### config.mk
export PLATFORM = sky130hd
export DESIGN_NAME = vx_csr_regfile_flat
export DESIGN_NICKNAME = d
export VERILOG_FILES = /design/src/rtl/vx_csr_regfile_pkg.sv /design/src/rtl/vx_csr_regfile_if.sv /design/src/rtl/vx_csr_regfile_decode.sv /design/src/rtl/vx_csr_regfile.sv /design/src/flat_wrapper.sv
export SDC_FILE = /design/constraint.sdc
export NUM_CORES = 2
export LEC_CHECK = 0
export CORE_ASPECT_RATIO = 1.75
export CORE_UTILIZATION = 25
export CTS_CLUSTER_SIZE = 24
export DETAILED_ROUTE_END_ITERATION = 6
export PLACE_DENSITY_LB_ADDON = 0.3
export SLEW_MARGIN = 20
export SYNTH_ARGS = -nofsm -noshare
export SYNTH_HDL_FRONTEND = slang
export SYNTH_SLANG_ARGS = --single-unit
### constraint.sdc
create_clock -name clk -period 5 [get_ports clk]
set_clock_uncertainty 0.15 [all_clocks]
set_input_delay 1 -clock clk [delete_from_list [all_inputs] [get_ports clk]]
set_output_delay 1 -clock clk [all_outputs]
set_load 0.02 [all_outputs]
### src/rtl/vx_csr_regfile_pkg.sv
// Shared CSR definitions: op encoding, address map, decode bundle, RMW helper.
// Imported by the decoder, the register file top and the testbench.
package vx_csr_regfile_pkg;

    typedef enum logic [1:0] {
        CSR_READ  = 2'd0,
        CSR_WRITE = 2'd1,
        CSR_SET   = 2'd2,
        CSR_CLEAR = 2'd3
    } csr_op_e;

    typedef enum logic [2:0] {
        K_FFLAGS  = 3'd0,
        K_FRM     = 3'd1,
        K_FCSR    = 3'd2,
        K_SCRATCH = 3'd3,
        K_CTR     = 3'd4,
        K_CYCLE   = 3'd5,
        K_CONST   = 3'd6
    } csr_kind_e;

    localparam int IDX_W = 7;

    localparam logic [11:0] CSR_FFLAGS       = 12'h001;
    localparam logic [11:0] CSR_FRM          = 12'h002;
    localparam logic [11:0] CSR_FCSR         = 12'h003;
    localparam logic [11:0] CSR_SCRATCH_BASE = 12'h340;
    localparam logic [11:0] CSR_MCYCLE       = 12'hB00;
    localparam logic [11:0] CSR_CTR_BASE     = 12'hB03;
    localparam logic [11:0] CSR_MCYCLEH      = 12'hB80;
    localparam logic [11:0] CSR_CTR_H_BASE   = 12'hB83;
    localparam logic [11:0] CSR_WARP_ID      = 12'hCC1;
    localparam logic [11:0] CSR_MVENDORID    = 12'hF11;
    localparam logic [11:0] CSR_NUM_WARPS    = 12'hFC1;
    // lo and hi counter addresses differ only in bit 7
    localparam logic [11:0] CSR_HI_OFS       = 12'h080;

    // K_CONST index: 0 vendor id, 1 warp id, 2 warp count
    typedef struct packed {
        logic             valid;
        logic             read_only;
        csr_kind_e        kind;
        logic [IDX_W-1:0] index;
        logic             hi;
    } csr_decode_t;

    function automatic logic [63:0] csr_rmw(input csr_op_e op,
                                            input logic [63:0] old,
                                            input logic [63:0] d);
        logic [63:0] r;
        unique case (op)
            CSR_WRITE: r = d;
            CSR_SET:   r = old | d;
            CSR_CLEAR: r = old & ~d;
            default:   r = old;
        endcase
        return r;
    endfunction

endpackage

### src/rtl/vx_csr_regfile_if.sv
// CSR request/response handshake bundle.
// master = issuing SFU side, slave = CSR register file.
interface vx_csr_regfile_if #(
    parameter int NUM_WARPS = 4,
    parameter int XLEN      = 32
);
    localparam int NW_W = (NUM_WARPS > 1) ? $clog2(NUM_WARPS) : 1;

    logic            req_valid;
    logic            req_ready;
    logic [NW_W-1:0] req_wid;
    logic [11:0]     req_addr;
    logic [XLEN-1:0] req_data;
    logic [1:0]      req_op;
    logic            rsp_valid;
    logic            rsp_ready;
    logic [XLEN-1:0] rsp_data;
    logic            rsp_error;

    modport master (
        output req_valid, req_wid, req_addr, req_data, req_op, rsp_ready,
        input  req_ready, rsp_valid, rsp_data, rsp_error
    );

    modport slave (
        input  req_valid, req_wid, req_addr, req_data, req_op, rsp_ready,
        output req_ready, rsp_valid, rsp_data, rsp_error
    );

endinterface

### src/rtl/vx_csr_regfile_decode.sv
// Combinational CSR address decoder: addr -> csr_decode_t.
// Ports: addr (12b CSR number) in, dec (decode bundle) out.
module vx_csr_regfile_decode
    import vx_csr_regfile_pkg::*;
#(
    parameter int NUM_SCRATCH = 2,
    parameter int NUM_CTRS    = 4,
    parameter int XLEN        = 32
) (
    input  logic [11:0] addr,
    output csr_decode_t dec
);
    logic [11:0] scr_ofs, lo_ofs, hi_ofs;
    logic        is_scr, is_lo, is_hi;

    assign scr_ofs = addr - CSR_SCRATCH_BASE;
    assign lo_ofs  = addr - CSR_CTR_BASE;
    assign hi_ofs  = addr - CSR_CTR_H_BASE;
    assign is_scr  = scr_ofs < 12'(NUM_SCRATCH);
    assign is_lo   = lo_ofs < 12'(NUM_CTRS);
    assign is_hi   = hi_ofs < 12'(NUM_CTRS);

    always_comb begin
        dec      = '0;
        dec.kind = K_FFLAGS;
        unique case (1'b1)
            addr == CSR_FFLAGS: begin
                dec.valid = 1'b1;
            end
            addr == CSR_FRM: begin
                dec.valid = 1'b1;
                dec.kind  = K_FRM;
            end
            addr == CSR_FCSR: begin
                dec.valid = 1'b1;
                dec.kind  = K_FCSR;
            end
            is_scr: begin
                dec.valid = 1'b1;
                dec.kind  = K_SCRATCH;
                dec.index = IDX_W'(scr_ofs);
            end
            is_lo: begin
                dec.valid = 1'b1;
                dec.kind  = K_CTR;
                dec.index = IDX_W'(lo_ofs);
            end
            is_hi: begin
                // hi halves only exist on 32-bit harts
                dec.valid = (XLEN == 32);
                dec.kind  = K_CTR;
                dec.index = IDX_W'(hi_ofs);
                dec.hi    = 1'b1;
            end
            addr == CSR_MCYCLE: begin
                dec.valid     = 1'b1;
                dec.read_only = 1'b1;
                dec.kind      = K_CYCLE;
            end
            addr == CSR_MCYCLEH: begin
                dec.valid     = (XLEN == 32);
                dec.read_only = 1'b1;
                dec.kind      = K_CYCLE;
                dec.hi        = 1'b1;
            end
            addr == CSR_MVENDORID: begin
                dec.valid     = 1'b1;
                dec.read_only = 1'b1;
                dec.kind      = K_CONST;
            end
            addr == CSR_WARP_ID: begin
                dec.valid     = 1'b1;
                dec.read_only = 1'b1;
                dec.kind      = K_CONST;
                dec.index     = IDX_W'(1);
            end
            addr == CSR_NUM_WARPS: begin
                dec.valid     = 1'b1;
                dec.read_only = 1'b1;
                dec.kind      = K_CONST;
                dec.index     = IDX_W'(2);
            end
            default: ;
        endcase
    end

endmodule

### src/rtl/vx_csr_regfile.sv
// Per-warp CSR register file: fcsr, scratch, shared 64-bit event counters.
// Ports: clk/reset, startup_arg, cycles, fpu_* flag/frm ports, ctr_incr, csr_if (slave).
module vx_csr_regfile
    import vx_csr_regfile_pkg::*;
#(
    parameter int NUM_WARPS     = 4,
    parameter int XLEN          = 32,
    parameter int NUM_SCRATCH   = 2,
    parameter int NUM_FPU_PORTS = 2,
    parameter int NUM_CTRS      = 4,
    parameter int CTR_BITS      = 44,
    localparam int NW_W = (NUM_WARPS > 1) ? $clog2(NUM_WARPS) : 1
) (
    input  logic                                clk,
    input  logic                                reset,
    input  logic [XLEN-1:0]                     startup_arg,
    input  logic [CTR_BITS-1:0]                 cycles,
    input  logic [NUM_FPU_PORTS-1:0]            fpu_valid,
    input  logic [NUM_FPU_PORTS-1:0][NW_W-1:0]  fpu_wid,
    input  logic [NUM_FPU_PORTS-1:0][4:0]       fpu_fflags,
    input  logic [NUM_FPU_PORTS-1:0][NW_W-1:0]  fpu_read_wid,
    output logic [NUM_FPU_PORTS-1:0][2:0]       fpu_read_frm,
    input  logic [NUM_CTRS-1:0]                 ctr_incr,
    vx_csr_regfile_if.slave                     csr_if
);
    csr_decode_t         dec;
    logic [7:0]          fcsr_q [NUM_WARPS];
    logic [7:0]          fcsr_d [NUM_WARPS];
    logic [XLEN-1:0]     scratch_q [NUM_WARPS][NUM_SCRATCH];
    logic [CTR_BITS-1:0] ctr_q [NUM_CTRS];
    logic [31:0]         shadow_q [NUM_WARPS];
    logic [11:0]         shadow_tag_q [NUM_WARPS];
    logic [NUM_WARPS-1:0] shadow_vld_q;
    logic                rsp_valid_q, rsp_error_q;
    logic [XLEN-1:0]     rsp_data_q;

    logic [NW_W-1:0] wid;
    csr_op_e         op;
    logic [63:0]     d64, full64, old, rsp_old, new_val, ctr_wr;
    logic            fire, ctr_sel, shadow_hit, write_req, err, commit;

    vx_csr_regfile_decode #(
        .NUM_SCRATCH (NUM_SCRATCH),
        .NUM_CTRS    (NUM_CTRS),
        .XLEN        (XLEN)
    ) u_decode (
        .addr (csr_if.req_addr),
        .dec  (dec)
    );

    assign wid     = csr_if.req_wid;
    assign op      = csr_op_e'(csr_if.req_op);
    assign d64     = 64'(csr_if.req_data);
    assign fire    = csr_if.req_valid & csr_if.req_ready;
    assign ctr_sel = (dec.kind == K_CTR) || (dec.kind == K_CYCLE);

    always_comb begin
        full64 = '0;
        old    = '0;
        unique case (dec.kind)
            K_FFLAGS:  old = 64'(fcsr_q[wid][4:0]);
            K_FRM:     old = 64'(fcsr_q[wid][7:5]);
            K_FCSR:    old = 64'(fcsr_q[wid]);
            K_SCRATCH: begin
                for (int k = 0; k < NUM_SCRATCH; k++)
                    if (dec.index == IDX_W'(k))
                        old = 64'(scratch_q[wid][k]);
            end
            K_CTR: begin
                for (int k = 0; k < NUM_CTRS; k++)
                    if (dec.index == IDX_W'(k))
                        full64 = 64'(ctr_q[k]);
            end
            K_CYCLE:   full64 = 64'(cycles);
            K_CONST: begin
                if (dec.index == IDX_W'(1))
                    old = 64'(wid);
                else if (dec.index == IDX_W'(2))
                    old = 64'(NUM_WARPS);
            end
            default: ;
        endcase
        if (ctr_sel)
            old = (XLEN == 32 && dec.hi) ? (full64 >> 32) : full64;
    end

    // a hi read right after a lo read of the same counter returns the
    // upper half captured with the lo read, so 32-bit software sees a
    // coherent 64-bit value
    assign shadow_hit = ctr_sel && dec.hi && shadow_vld_q[wid]
                        && (shadow_tag_q[wid] == csr_if.req_addr);
    assign rsp_old    = shadow_hit ? {32'b0, shadow_q[wid]} : old;

    // SET/CLEAR of zero is a pure read and may target read-only CSRs
    assign write_req = (op == CSR_WRITE) || ((op != CSR_READ) && (d64 != '0));
    assign err       = !dec.valid || (write_req && dec.read_only);
    assign new_val   = csr_rmw(op, old, d64);
    assign commit    = fire && !err && write_req;

    always_comb begin
        if (XLEN == 64)
            ctr_wr = new_val;
        else if (dec.hi)
            ctr_wr = {new_val[31:0], full64[31:0]};
        else
            ctr_wr = {full64[63:32], new_val[31:0]};
    end

    // FPU flags are ORed on top of any same-cycle CSR write
    always_comb begin
        for (int w = 0; w < NUM_WARPS; w++) begin
            fcsr_d[w] = fcsr_q[w];
            if (commit && wid == NW_W'(w)) begin
                unique case (dec.kind)
                    K_FFLAGS: fcsr_d[w][4:0] = new_val[4:0];
                    K_FRM:    fcsr_d[w][7:5] = new_val[2:0];
                    K_FCSR:   fcsr_d[w]      = new_val[7:0];
                    default: ;
                endcase
            end
            for (int p = 0; p < NUM_FPU_PORTS; p++)
                if (fpu_valid[p] && fpu_wid[p] == NW_W'(w))
                    fcsr_d[w][4:0] = fcsr_d[w][4:0] | fpu_fflags[p];
        end
    end

    always_comb begin
        for (int p = 0; p < NUM_FPU_PORTS; p++)
            fpu_read_frm[p] = fcsr_q[fpu_read_wid[p]][7:5];
    end

    always_ff @(posedge clk) begin
        if (reset) begin
            for (int w = 0; w < NUM_WARPS; w++) begin
                fcsr_q[w]       <= '0;
                shadow_q[w]     <= '0;
                shadow_tag_q[w] <= '0;
                for (int k = 0; k < NUM_SCRATCH; k++)
                    scratch_q[w][k] <= startup_arg;
            end
            for (int k = 0; k < NUM_CTRS; k++)
                ctr_q[k] <= '0;
            shadow_vld_q <= '0;
            rsp_valid_q  <= 1'b0;
            rsp_data_q   <= '0;
            rsp_error_q  <= 1'b0;
        end else begin
            for (int w = 0; w < NUM_WARPS; w++)
                fcsr_q[w] <= fcsr_d[w];
            if (commit && dec.kind == K_SCRATCH) begin
                for (int k = 0; k < NUM_SCRATCH; k++)
                    if (dec.index == IDX_W'(k))
                        scratch_q[wid][k] <= new_val[XLEN-1:0];
            end
            // a CSR write to a counter drops that cycle's increment
            for (int k = 0; k < NUM_CTRS; k++) begin
                if (commit && dec.kind == K_CTR && dec.index == IDX_W'(k))
                    ctr_q[k] <= ctr_wr[CTR_BITS-1:0];
                else
                    ctr_q[k] <= ctr_q[k] + CTR_BITS'(ctr_incr[k]);
            end
            if (fire && !err && ctr_sel && XLEN == 32) begin
                if (!dec.hi) begin
                    shadow_q[wid]     <= full64[63:32];
                    shadow_tag_q[wid] <= csr_if.req_addr | CSR_HI_OFS;
                    shadow_vld_q[wid] <= 1'b1;
                end else if (shadow_hit) begin
                    shadow_vld_q[wid] <= 1'b0;
                end
            end
            if (fire) begin
                rsp_valid_q <= 1'b1;
                rsp_data_q  <= err ? '0 : rsp_old[XLEN-1:0];
                rsp_error_q <= err;
            end else if (csr_if.rsp_ready) begin
                rsp_valid_q <= 1'b0;
            end
        end
    end

    assign csr_if.req_ready = !rsp_valid_q || csr_if.rsp_ready;
    assign csr_if.rsp_valid = rsp_valid_q;
    assign csr_if.rsp_data  = rsp_data_q;
    assign csr_if.rsp_error = rsp_error_q;

endmodule

### src/flat_wrapper.sv
// flat-port wrapper written by rule: the top's interface ports become plain ports
module vx_csr_regfile_flat import vx_csr_regfile_pkg::*;
#(
    parameter int NUM_WARPS     = 4,
    parameter int XLEN          = 32,
    parameter int NUM_SCRATCH   = 2,
    parameter int NUM_FPU_PORTS = 2,
    parameter int NUM_CTRS      = 4,
    parameter int CTR_BITS      = 44,
    localparam int NW_W = (NUM_WARPS > 1) ? $clog2(NUM_WARPS) : 1
)
  (clk, reset, startup_arg, cycles, fpu_valid, fpu_wid, fpu_fflags, fpu_read_wid, fpu_read_frm, ctr_incr, csr_if_req_valid, csr_if_req_wid, csr_if_req_addr, csr_if_req_data, csr_if_req_op, csr_if_rsp_ready, csr_if_req_ready, csr_if_rsp_valid, csr_if_rsp_data, csr_if_rsp_error);
  vx_csr_regfile_if #(.NUM_WARPS(NUM_WARPS), .XLEN(XLEN)) csr_if_i ();
  input  logic clk;
  input  logic reset;
  input  logic [XLEN-1:0] startup_arg;
  input  logic [CTR_BITS-1:0] cycles;
  input  logic [NUM_FPU_PORTS-1:0] fpu_valid;
  input  logic [NUM_FPU_PORTS-1:0][NW_W-1:0] fpu_wid;
  input  logic [NUM_FPU_PORTS-1:0][4:0] fpu_fflags;
  input  logic [NUM_FPU_PORTS-1:0][NW_W-1:0] fpu_read_wid;
  output logic [NUM_FPU_PORTS-1:0][2:0] fpu_read_frm;
  input  logic [NUM_CTRS-1:0] ctr_incr;
  input wire logic [$bits(csr_if_i.req_valid)-1:0] csr_if_req_valid;
  input wire logic [$bits(csr_if_i.req_wid)-1:0] csr_if_req_wid;
  input wire logic [$bits(csr_if_i.req_addr)-1:0] csr_if_req_addr;
  input wire logic [$bits(csr_if_i.req_data)-1:0] csr_if_req_data;
  input wire logic [$bits(csr_if_i.req_op)-1:0] csr_if_req_op;
  input wire logic [$bits(csr_if_i.rsp_ready)-1:0] csr_if_rsp_ready;
  output wire logic [$bits(csr_if_i.req_ready)-1:0] csr_if_req_ready;
  output wire logic [$bits(csr_if_i.rsp_valid)-1:0] csr_if_rsp_valid;
  output wire logic [$bits(csr_if_i.rsp_data)-1:0] csr_if_rsp_data;
  output wire logic [$bits(csr_if_i.rsp_error)-1:0] csr_if_rsp_error;
  assign csr_if_i.req_valid = csr_if_req_valid;
  assign csr_if_i.req_wid = csr_if_req_wid;
  assign csr_if_i.req_addr = csr_if_req_addr;
  assign csr_if_i.req_data = csr_if_req_data;
  assign csr_if_i.req_op = csr_if_req_op;
  assign csr_if_i.rsp_ready = csr_if_rsp_ready;
  assign csr_if_req_ready = csr_if_i.req_ready;
  assign csr_if_rsp_valid = csr_if_i.rsp_valid;
  assign csr_if_rsp_data = csr_if_i.rsp_data;
  assign csr_if_rsp_error = csr_if_i.rsp_error;
  vx_csr_regfile #(.NUM_WARPS(NUM_WARPS), .XLEN(XLEN), .NUM_SCRATCH(NUM_SCRATCH), .NUM_FPU_PORTS(NUM_FPU_PORTS), .NUM_CTRS(NUM_CTRS), .CTR_BITS(CTR_BITS)) u_core (.clk(clk), .reset(reset), .startup_arg(startup_arg), .cycles(cycles), .fpu_valid(fpu_valid), .fpu_wid(fpu_wid), .fpu_fflags(fpu_fflags), .fpu_read_wid(fpu_read_wid), .fpu_read_frm(fpu_read_frm), .ctr_incr(ctr_incr), .csr_if(csr_if_i));
endmodule
Yosys cells after proc, flatten, opt, wreduce, memory -nomap -nowiden
Memory sizes are Yosys's and may differ from the RTL's.
Cells that the tools add are included.
{ "totals": {"register_bits": 38, "latch_bits": 0, "ramBits": 560, "romBits": 0, "out_inout_bits": 41, "word_cells": 241, "n_memories": 5} }
{ "classes": {"add_sub_neg": 7, "mul": 0, "div": 0, "magnitude_cmp": 5, "eq_ne": 31, "n_shift": 0, "n_mux": 109, "bitwise_logic": 27, "reduce_logical": 53} }
{ "memory_table": {"columns": ["memory", "depth", "width", "read_ports", "rd_clocked_by_memory_dff", "wr", "line", "source"], "rows": [
  ["u_core.scratch_q", 4, 64, 1, 0, 4, "vx_csr_regfile.sv:29", "logic [XLEN-1:0] scratch_q [NUM_WARPS][NUM_SCRATCH];"],
  ["u_core.ctr_q", 4, 44, 4, 0, 4, "vx_csr_regfile.sv:30", "logic [CTR_BITS-1:0] ctr_q [NUM_CTRS];"],
  ["u_core.shadow_q", 4, 12, 1, 0, 4, "vx_csr_regfile.sv:31", "logic [31:0] shadow_q [NUM_WARPS];"],
  ["u_core.shadow_tag_q", 4, 12, 1, 0, 4, "vx_csr_regfile.sv:32", "logic [11:0] shadow_tag_q [NUM_WARPS];"],
  ["u_core.fcsr_q", 4, 8, 7, 0, 4, "vx_csr_regfile.sv:27", "logic [7:0] fcsr_q [NUM_WARPS];"]
]} }
{ "ops": {"columns": ["operator", "count"], "rows": [
  ["44-bit two-way mux", 13],
  ["32-bit two-way mux", 6],
  ["44-bit by 1-bit adder with 44-bit output", 4],
  ["32-bit case mux with 5 select lines", 1],
  ["32-bit case mux with 3 select lines", 1],
  ["44-bit case mux with 2 select lines", 1],
  ["64-bit two-way mux", 1],
  ["8-bit two-way mux", 8],
  ["64-bit nonzero test", 1],
  ["64-bit OR reduction", 1],
  ["12-bit equality test (second input constant)", 5],
  ["5-bit two-way mux", 12],
  ["1-bit two-way mux", 48],
  ["5-bit bitwise OR", 8],
  ["7-bit case mux with 5 select lines", 1],
  ["32-bit bitwise AND", 1],
  ["32-bit inverter", 1],
  ["32-bit bitwise OR", 1],
  ["1-bit logical AND", 27],
  ["12-bit by 2-bit equality test with 1-bit output (second input constant)", 2],
  ["12-bit by 3-bit less-than comparator with 1-bit output (second input constant)", 2],
  ["12-bit two-way mux", 2],
  ["3-bit case mux with 2 select lines", 4],
  ["12-bit OR reduction", 2],
  ["37 further kinds", 79]
]} }

Logic depth before layout (Yosys ltp)
{ "depth": {"word_depth": 20, "depth_mapped": 18, "depth_no_buf": 13} }

Modules after synthesis
Synthesis repeated with hierarchy kept, for this count alone.
{ "hier_totals": {"cells_unflattened": 3086, "area_unflattened_um2": 36446.2} }
{ "modules_own_cells": {"columns": ["module", "instances", "cells_each", "area_each_um2", "seq_area_each_um2"], "rows": [
  ["vx_csr_regfile", 1, 3003, 35884.4, 17256.6],
  ["vx_csr_regfile_decode", 1, 83, 561.8, 0.0]
]} }

Worst setup path after synthesis
Ideal clock, no wire load.
{ "synth_path": {"path_type": "in2reg", "start": "input port csr_if_req_addr[4]", "end": "memory u_core.scratch_q[0][32] in the netlist's numbering, enable pin", "arrival_time_ns": 4.598, "required_time_ns": 4.461, "setup_slack_ns": -0.137, "path_stages": 14, "path_buffers": 3, "cell_sequence": "buf_2 or3_4 buf_6 o41ai_4 xnor2_1 nand4_2 o21ai_4 nor3_1 nor4_4 nand2_1 nor3_1 nand2_1 clkbuf_1 nand2_1"} }
{ "synth_rtl": {"columns": ["item", "line", "source"], "rows": [
  ["from (decl)", "flat_wrapper.sv:26", "input wire logic [$bits(csr_if_i.req_addr)-1:0] csr_if_req_addr;"],
  ["to (decl)", "vx_csr_regfile.sv:29", null]
]} }

==> results.cfg <==
[logic_synthesis]
ys_async_sr_fraction_pct = 0
yosysSeqAreaShare_pct = 47.53
syn_avg_cell_area_sq_um = 9.828
synth-edff-count = 528
yosys.area.top_type = edfxtp_1
synthesis.area_sq_um = 36300
synth-seq-cells = 598
synth_top_area_share_pct = 43.67
post-synth-top-count-cell = nand2_1
synth_area_leaders = edfxtp_1, mux4_2, nand2_1
netlist_instances = 3694
synthFlopType = edfxtp_1
yosysUniqueCellTypes = 106
yosys_warnings = 0
ys_top_cells_by_count = nand2_1, edfxtp_1, nor2_1, o21ai_0, a21oi_1

[setup_path]
rrSetupSlack_ns = 1.18
worst-setup-path-type = primary input to flip-flop
crit_path_start_kind = primary input
end_kind = flip-flop
arrival_ns = 5.17
path_max_fanout = 7
critical_path_required_ns = 5.28

[floorplanning]
coreArea_sq_um = 143900
die-area_sq_um = 146800
die_x_um = 290.1
rows = 184
initial_utilization_pct = 25.23
die_h_um = 506.1
io_pins = 193

[clock_tree]
path_clk_slew_ns = 0.07
cts_hold_buf = 0
cts_inserted_buffers = 56
cts-root-buf = clkbuf_16
cts_tree = built
clock_sinks = 598
ctsHtreeMaxLevel = 2
clk_latency_ns = 0.72
clock_path_buffers = 3

[power_and_ir_drop]
p_leak_nw = 17.98
max-vdd-ir-drop_v = 0.0002532
p_per_area_nw_per_um2 = 250.0
total_power_w = 0.01204

[sta]
timing.hold.ws_ns = 0.3019
finalHoldViolCount = 0
max_freq_ghz = 0.2043
period_share_pct = 97.89
maxSlewHeadroom_pct = 22.33
setup_slack_ns = 0.1055
fin_crit_ns = 4.894
finalSetupViolCount = 0
slew_viol_final = 0
worst_pin_slew_ns = 1.161

[grt]
antenna_found_initial = 10
grt_usage_pct = 22.54
grt_overflow = 0
grt_start_max_net_pins = 148
grt_pass1_wl_um = 239700
grt_pass1_vias = 33290

[layout]
layout.cells.non_filler = 6432
layout.nets = 4684
area_delta_synth_final_pct = 32.68
fill_cells = 14680
fin_area_sq_um = 48170
drive_above_1_share_pct = 21.91

[routing]
antenna_left = 0
num_vias = 33620
drt_iter0_markers = 3251
drc = 1
drt-wirelength-per-cell_um = 26.13
vias_per_cell = 5.227
firstDrtPassIters = 7
wl_um = 168000

[placed_design]
placed_cells = 6305
dp_slack_ns = -1.023
io_buffers = 192
place.gp.congestion = 1.032
detailedPlacementHpwl_um = 131000
dpl_cell_area_sq_um = 45950

[run_status]
violations = design-rule violations
outcome = complete, but fails checks

[hold_path]
hold_class = flip-flop to flip-flop

[run]
maxCapViolations = 0
## worst max-delay path, cell delays in order
cell,delay (ns)
clkdlybuf4s50_1,0.44
buf_4,0.17
nor3_4,0.30
nand2_1,0.16
o41ai_4,0.37
o211ai_2,0.22
o21ai_4,0.33
a21oi_1,0.14
buf_4,0.17
buf_4,0.18
mux4_2,0.41
buf_4,0.13
nor2_1,0.03
a21oi_1,0.50
mux2_2,0.49
a211oi_1,0.12
## area by class of cell
class                           instances  area, sq um  area share [%]
Tap cell                             1860         2327           4.832
Clock buffer                           68         1476           3.065
Timing Repair Buffer                  858         7791           16.18
Clock inverter                         38        380.4          0.7897
Inverter                               52        195.2          0.4052
Multi-Input combinational cell       2954        18730           38.89
Sequential cell                       598        17260           35.83
Antenna cell                            4        10.01         0.02078
## sequential cells by signal (all words and copies together), names as in the netlist, named ones only
| signal | count |
|---|---|
| u_core.scratch_q | 256 |
| u_core.ctr_q | 176 |
| u_core.shadow_q | 48 |
| u_core.shadow_tag_q | 48 |
| u_core.csr_if.rsp_data | 32 |
| u_core.fcsr_q | 32 |
| u_core.csr_if.rsp_error | 1 |
| u_core.csr_if.rsp_valid | 1 |
## metrics by stage
step	utilization (%)	TNS, ns
finish	33.48	0
global route	33.47	-0.2182
CTS	33.32	0
detailed placement	31.94	-513.87
global placement	31.94	-541.68
floorplan	-	0
## metal layers
metal	routed length [um]	GRT usage, %	vias to the layer above
met4	12260	14.47	8
met2	80900	38.60	1446
met1	63910	26.36	16570
li1	-	-	15190
met3	10910	3.217	410
met5	47	0	-
## cell families after synthesis
kind of cell    count (synthesis)  share of synthesized area [%]
flops                         598                          47.53
fa+ha+maj                      12                         0.4136
mux                           175                          8.589
compound gates                987                          17.87
xor+xnor                      202                          4.873
simple gates                 1386                          16.91
buf+inv                       332                          3.791
other cells                     2                        0.02069
## cell usage in the layout (no fill, tap or decap), types with 14 or more instances in the layout
cell type	instances
nor4_1	17
a21o_1	17
nand2b_1	16
and3_1	52
xnor2_1	135
o211ai_1	44
buf_4	595
dfxtp_1	70
o21ai_0	298
clkbuf_16	56
nand3_1	129
nor3_1	48
nand2_1	561
o21a_1	17
a32oi_1	14
nor2_1	398
conb_1	192
a22oi_1	55
mux2i_1	38
buf_12	70
o21ai_1	16
inv_1	49
mux2_2	24
and2_1	28
nand4_1	33
mux4_2	106
a31oi_1	25
clkdlybuf4s50_1	184
a21oi_1	189
edfxtp_1	528
a22o_1	17
xor2_1	67
a211oi_1	127
## timing repair
item,in CTS,in global routing
cloned,0,0
setup buffers,7,10
gates resized for setup,14,27
setup endpoints to repair,342,478
pin swaps,4,9
## path summary, 6_finish.rpt
kind,startpoint,end,cells past startpoint
hold reg to reg,u_core.csr_if.rsp_data[24],u_core.csr_if.rsp_data[24],2
setup / recovery,csr_if_req_addr[2],u_core.ctr_q[1][39],16
hold / removal,u_core.csr_if.rsp_data[24],u_core.csr_if.rsp_data[24],2
setup reg to reg,u_core.ctr_q[1][5],u_core.ctr_q[1][43],12
## power by group
group          switching (W)  internal, W
logic               0.000918     0.000681
registers           0.000181      0.00576
clock network        0.00216      0.00234
Power figures use the tool's default switching activity.
